--- config.mk ---
export PLATFORM = sky130hd
export DESIGN_NAME = led_event_driver
export DESIGN_NICKNAME = d
export VERILOG_FILES = /design/src/rtl/led_event_driver.sv
export SDC_FILE = /design/constraint.sdc
export NUM_CORES = 1
export LEC_CHECK = 0
export CAP_MARGIN = 30
export CORE_MARGIN = 2
export CORE_UTILIZATION = 25
export CTS_CLUSTER_DIAMETER = 120
export DETAILED_ROUTE_END_ITERATION = 10
export GPL_TIMING_DRIVEN = 0
export SLEW_MARGIN = 25
export SYNTH_ARGS = -nofsm -noshare
export SYNTH_HDL_FRONTEND = slang
export SYNTH_SLANG_ARGS = --single-unit
--- constraint.sdc ---
create_clock -name clk -period 7.8 [get_ports clk]
set_input_delay 1.95 -clock clk [delete_from_list [all_inputs] [get_ports clk]]
set_output_delay 1.95 -clock clk [all_outputs]
set_load 0.02 [all_outputs]
--- src/rtl/led_event_driver.sv ---
// led_event_driver
//
// Turns single-cycle event pulses into LED blinks that a person can see.
// Each event gives one blink: ON for ON_COUNTS cycles, then a mandatory OFF
// gap of OFF_COUNTS cycles. Events that arrive while a blink is running are
// queued (up to QUEUE_MAX) and played back to back. If the queue is full, the
// event is dropped and the sticky overflow flag is set.
//
// Handshake: event_in and clear_in are fire-and-forget pulses. There is no
// ready signal. Each cycle in which one of them is high counts as one request.
// The block always accepts event_in: it queues the event, starts a blink, or
// drops it and sets overflow. clear_in wins over a simultaneous event_in.
//
// Ports:
//   clk        system clock
//   rst_n      synchronous active-low reset
//   event_in   one-cycle event pulse, one blink per pulse
//   clear_in   one-cycle request to flush the queue and clear overflow
//   led_out    registered LED pin drive
//   busy       high while a blink (ON or OFF phase) is in progress
//   pending    number of queued events not yet started
//   overflow   sticky: an event was dropped because the queue was full
//   state_dbg  current FSM state (0 idle, 1 on, 2 off), for checkers
//
// Build option: define LED_ACTIVE_LOW_EN for sinking LEDs. led_out is then
// inverted (0 = lit) and resets to 1. Nothing else changes.

module led_event_driver #(
  parameter int ON_COUNTS  = 12500000,
  parameter int OFF_COUNTS = 12500000,
  parameter int QUEUE_MAX  = 15
) (
  input  logic       clk,
  input  logic       rst_n,
  input  logic       event_in,
  input  logic       clear_in,
  output logic       led_out,
  output logic       busy,
  output logic [3:0] pending,
  output logic       overflow,
  output logic [1:0] state_dbg
);

`ifdef LED_ACTIVE_LOW_EN
  localparam logic LED_LIT = 1'b0;
`else
  localparam logic LED_LIT = 1'b1;
`endif

  localparam logic [23:0] ON_LAST  = 24'(ON_COUNTS - 1);
  localparam logic [23:0] OFF_LAST = 24'(OFF_COUNTS - 1);
  localparam logic [3:0]  Q_FULL   = 4'(QUEUE_MAX);

  typedef enum logic [1:0] {
    S_IDLE = 2'd0,
    S_ON   = 2'd1,
    S_OFF  = 2'd2
  } state_t;

  state_t      state;
  logic [23:0] timer;

  logic has_pend;
  logic on_done;
  logic off_done;
  logic start_idle;
  logic start_next;
  logic consume;
  logic inc;

  assign has_pend = (pending != 4'd0);
  assign on_done  = (state == S_ON)  && (timer == ON_LAST);
  assign off_done = (state == S_OFF) && (timer == OFF_LAST);

  // A flush suppresses every blink start in the cycle it is asserted.
  assign start_idle = (state == S_IDLE) && !clear_in && (event_in || has_pend);
  assign start_next = off_done && has_pend && !clear_in;

  // Consume takes a queued entry. An event that arrives with an empty queue in
  // IDLE starts its blink directly and never passes through the queue.
  assign consume = ((state == S_IDLE) && has_pend && !clear_in) || start_next;
  assign inc     = event_in && !clear_in && ((state != S_IDLE) || has_pend);

  assign state_dbg = state;

  always_ff @(posedge clk) begin
    if (!rst_n) begin
      state    <= S_IDLE;
      timer    <= 24'd0;
      led_out  <= ~LED_LIT;
      busy     <= 1'b0;
      pending  <= 4'd0;
      overflow <= 1'b0;
    end else begin
      case (state)
        S_IDLE: begin
          if (start_idle) begin
            state   <= S_ON;
            timer   <= 24'd0;
            led_out <= LED_LIT;
            busy    <= 1'b1;
          end
        end
        S_ON: begin
          if (on_done) begin
            state   <= S_OFF;
            timer   <= 24'd0;
            led_out <= ~LED_LIT;
          end else begin
            timer <= timer + 24'd1;
          end
        end
        S_OFF: begin
          if (off_done) begin
            timer <= 24'd0;
            if (start_next) begin
              state   <= S_ON;
              led_out <= LED_LIT;
            end else begin
              state <= S_IDLE;
              busy  <= 1'b0;
            end
          end else begin
            timer <= timer + 24'd1;
          end
        end
        default: begin
          state   <= S_IDLE;
          timer   <= 24'd0;
          led_out <= ~LED_LIT;
          busy    <= 1'b0;
        end
      endcase

      // Queue bookkeeping. An increment and a consume in the same cycle cancel
      // out, so a full queue can still take an event when one leaves.
      if (clear_in) begin
        pending  <= 4'd0;
        overflow <= 1'b0;
      end else if (inc && !consume) begin
        if (pending >= Q_FULL) begin
          overflow <= 1'b1;
        end else begin
          pending <= pending + 4'd1;
        end
      end else if (consume && !inc) begin
        pending <= pending - 4'd1;
      end
    end
  end

endmodule

# == Word level (Yosys, flattened, before mapping) ==
# Index checks and enable logic that the tools add are counted.
# op_classes
muxes,20
addsub,3
magnitude_cmp,1
n_reduce_logical,28
n_eq_ne,9
n_bitwise,2
# op_table
cell,n
two-way mux 24 bit,3
case mux 24 bit (3 select lines),1
adder 24 x 1 -> 24 bit (second input constant),1
== test 24 bit (second input constant),1
logical AND 1 bit,12
two-way mux 4 bit,3
inequality test 2 bit (second input constant),6
AND reduction 4 bit,2
two-way mux 1 bit,7
two-way mux 2 bit,3
case mux 1 bit (3 select lines),2
case mux 2 bit (3 select lines),1
adder 4 x 1 -> 4 bit (second input constant),1
>= comparator 4 bit (second input constant),1
AND reduction 2 bit,2
nonzero test 2 bit,2
nonzero test 4 bit,1
subtractor 4 x 1 -> 4 bit (second input constant),1
zero test 1 bit,3
logical OR 1 bit,3
AND reduction 3 bit,1
== test 2 x 1 -> 1 bit (second input constant),1
== test 2 bit (second input constant),1
zero test 2 bit,1
2 further kinds,3
# word_totals
input_bits,4
reg_bits,33
wordCells,69
out_inout_bits,9

# == Logic depth before layout (Yosys ltp) ==
# depth
depth_word,9
mapped_depth,12

# == Worst setup path after synthesis ==
# No wires, ideal clock.
# synth_path
path_kind,input to register
startpoint,in clear_in
endpoint,reg pending[3]
n_path_buf,0
setup_time_ns,0.121
setup_slack_ns,3.999
required_ns,7.679
stages,10
arrival_time_ns,3.680
cell_sequence,bufinv_8 > nand2_2 > o31a_1 > nand2_1 > ha_1 > a21o_1 > a21oi_1 > o21ai_0 > a21oi_2 > mux2_4
# synth_via
elab_chain_cells,7
# synth_rtl
item,line,rtl
from (decl),36,"input logic clear_in,"
zero test 1 bit,"77, 81, 82",
logical AND 1 bit (on tied branches),"81, 77, 82",
logical OR 1 bit / logical AND 1 bit (equally long branches),"81, 82",
zero test 1 bit (on tied branches),"140, 146",
logical AND 1 bit (on tied branches),"140, 146",
inequality test 2 bit (no source line) / nonzero test 2 bit (equally long branches),-,
AND reduction 2 bit (no source line),-,
to (signal assigned),144,pending <= pending + 4'd1;
to (signal assigned),147,pending <= pending - 4'd1;
to (decl),39,"output logic [3:0] pending,"
# Parallel ways exist; a longest one is shown, timed or not.
# A chain may end at the register's enable or synchronous reset.

# == Worst setup path in the final report ==
# Same ends and word-level chain as after synthesis.

==> key figures <==
Status
  • Status: finished clean

Synthesis
  • Area contributors post-synth: dfxtp_1 36%, xor2_1 8.1%, nor2_1 6.9%
  • Mapped cell area: 1839 sq um
  • Synth cell types: 52
  • Synth top cells by count: 34 x nor2_1, 33 x dfxtp_1, 17 x xor2_1
  • Mapped Nets: 214
  • Leading area contributor after synthesis: dfxtp_1
  • Most frequent cell after synthesis: nor2_1
  • Yosys reg bits: 33
  • Post-synth EDFFs: 0
  • Post-synthesis sequential area ratio: 0.3592
  • Post-synthesis instance total: 202
  • Post-synth top area share: 0.3592
  • Top FF cell, synth: dfxtp_1
  • Ys Warns: 0
  • Syn Area/Cell: 9.105 sq um
  • Post-synth ARST share: 0

Drt
  • Post-Route WL: about 3.6 mm
  • Detailed router's first-iteration violation count: between 40 and 50
  • Vias: 1473
  • WL/cell: 11.36 um
  • Routed Antenna Nets: 0
  • DRT Pass-1 Iters: 4
  • DRC viols: 0
  • Vias/cell: 4.589

CTS
  • CTS max path bufs: 2
  • Clock Sinks: 33
  • Count of hold buffers inserted by post-cts repair: 0
  • Worst-skew pair later-pin latency: 0.29 ns
  • CTS tree: yes
  • Post-CTS resize count: 0
  • Setup Buffers After CTS: 0
  • CTS Buf Count: 5
  • CTS H-tree depth: 2
  • Root buf cell: clkbuf_8
  • Clock transition at path regs: 0.07 ns

Worst setup path
  • Crit. Startpoint: clear_in
  • WP data arrival: 4.37 ns
  • Crit Path Max Fanout: 5
  • Setup crit end kind: register
  • Cells on worst reg2reg path: 11
  • Worst path cell trace: clkdlybuf4s50_1 -> bufinv_8 -> nand2_2 -> o31a_1 -> nand2_1 -> ha_1 -> a21o_1 -> a21oi_1 -> or3_1 -> a21oi_2 -> mux2_4
  • Slowest CP cell: clkdlybuf4s50_1
  • CP required: approximately 8 ns
  • Crit-path max cell delay: 0.51 ns
  • Worst R2R Start: timer[0]$_SDFFE_PN0P_
  • Critical Path Start Type: input pin
  • Worst Setup Path Type: input pin to register

Floorplan
  • Initial Utilization: 0.2563
  • Die Height: 89.78 um
  • Core ar.: 7176 sq um
  • IO Pins: 13
  • FP Rows: 31
  • Die span in x: around 90 um
  • Die area: 8060 sq um

STA
  • Maximum clock frequency: 0.2387 GHz
  • Slew of the pin with the lowest slew margin: 0.7179 ns
  • Fin crit period: 4.189 ns
  • RSZ-0062 raised after global routing: no
  • Final Cycle Share: 0.5370
  • Slew Viols, Final: 0
  • Setup TNS Final: 0 ns
  • Rel. slew slack: 0.5170
  • Final setup viols: 0
  • Layout Skew: 0.004978 ns
  • Fin. Hold Viols: 0

Worst hold path
  • HP Class: register to register
  • HP Start: overflow$_SDFFE_PP0P_
  • Worst hold path stage count: 2

GRT
  • Initial antenna violation count: 0
  • Largest net degree at the start of global routing: 11
  • Total GRT Usage: 0.09739
  • Grt ovf: 0
  • First-pass GRT wire length: 6.423 mm
  • GR peak layer: met2
  • M1 GR Usage: 0.1201
  • Met3 Use GR: 0.02850
  • Met2 usage: 0.1566
  • Number of global-route vias before repair: 1438

Layout
  • Area grow syn2layout: 19.59%
  • Layout Cells excl Fill: 321
  • Final instance area: between 2000 and 2500 sq um
  • Fin nets: 233
  • Share of layout cells above drive strength 1: 0.1261
  • Fin util: 0.3065
  • # diodes: 0

Placed design
  • GP Congestion: 0.7376
  • Post-DP HPWL: ~2.7 mm
  • Inst Count DP: 313
  • Input/output buffers: 12
  • Post-DP Area: 2083 sq um

Pwr
  • Cell Pwr Density: 201.3 nW/um^2
  • Worst vdd ir: 0.00006733 V
  • LEAKAGE: 0.7742 nW
  • Pwr Total: about 0.44 mW

Job
  • Max-cap violation count: 0
state kept, by name (all words and copies together), names as in the netlist:
name,flops
busy,1
led_out,1
overflow,1
pending,4
state_dbg,2
timer,24
cell usage in the layout (no fill, tap or decap), types with 3 or more instances in the layout:
cell,count
a21o_1,3
a21oi_1,7
clkbuf_8,6
clkdlybuf4s50_1,12
dfxtp_1,33
ha_1,7
inv_1,6
mux2i_1,3
nand2_1,12
nand3_1,10
nand4_1,6
nor2_1,34
nor3_1,3
o21ai_0,4
o21ai_1,3
xnor2_1,6
xor2_1,17
final timing paths:
path / to / slack (ns)
worst max-delay path: pending[3]$_SDFFE_PP0P_ / 3.61
worst min-delay path: overflow$_SDFFE_PP0P_ / 0.47
worst max register to register: pending[3]$_SDFFE_PP0P_ / 4.67
worst min register to register: overflow$_SDFFE_PP0P_ / 0.47
metrics by stage:
stage	hold WS, ns	setup slack [ns]
6_report	0.4705	3.611
5_1_grt	0.5203	3.529
4_1_cts	0.4792	3.624
3_5_place_dp	0.4604	3.324
3_3_place_gp	0.4517	3.302
2_1_floorplan	0.4491	3.999
per-layer routing:
metal	part of all wire	wire length (um)
met1	0.48	1742
met2	0.45	1659
met3	0.047	173
met4	0.020	72
met5	0	0
kinds of logic (layout without fill, tap and decap cells):
group,after synthesis,after routing,share of synthesized area
flops,33,33,0.3592
buf+inv,10,30,0.02925
xor+xnor,23,23,0.1095
fa+ha+maj,8,8,0.05850
simple gates,95,95,0.3007
mux,4,4,0.02449
compound gates,29,29,0.1184
power by group:
part | internal, mW | switching (mW) | total [mW]
Combinational | 0.0380 | 0.0506 | 0.0886
Clock | 0.104 | 0.0688 | 0.173
Sequential | 0.175 | 0.00596 | 0.181
final cells by class:
cell class	count	area (sq um)
timing repair buffer	12	120.1
buffer	2	10.01
fill	771	4976
sequential	33	660.6
multi-input combinational	159	1125
inverter	8	43.79
tap	99	123.9
clock buffer	7	86.33
clock inverter	1	30.03
worst max-delay path: cells and delay by family:
family | cells | cell delay (ns)
AOI/OAI and AO/OA | 4 | 0.54
adders and majority gates | 1 | 0.31
muxes | 1 | 0.30
buffers and inverters | 2 | 0.72
and+or+nand+nor | 3 | 0.54
No activity file was read; power rests on OpenSTA's default activity.
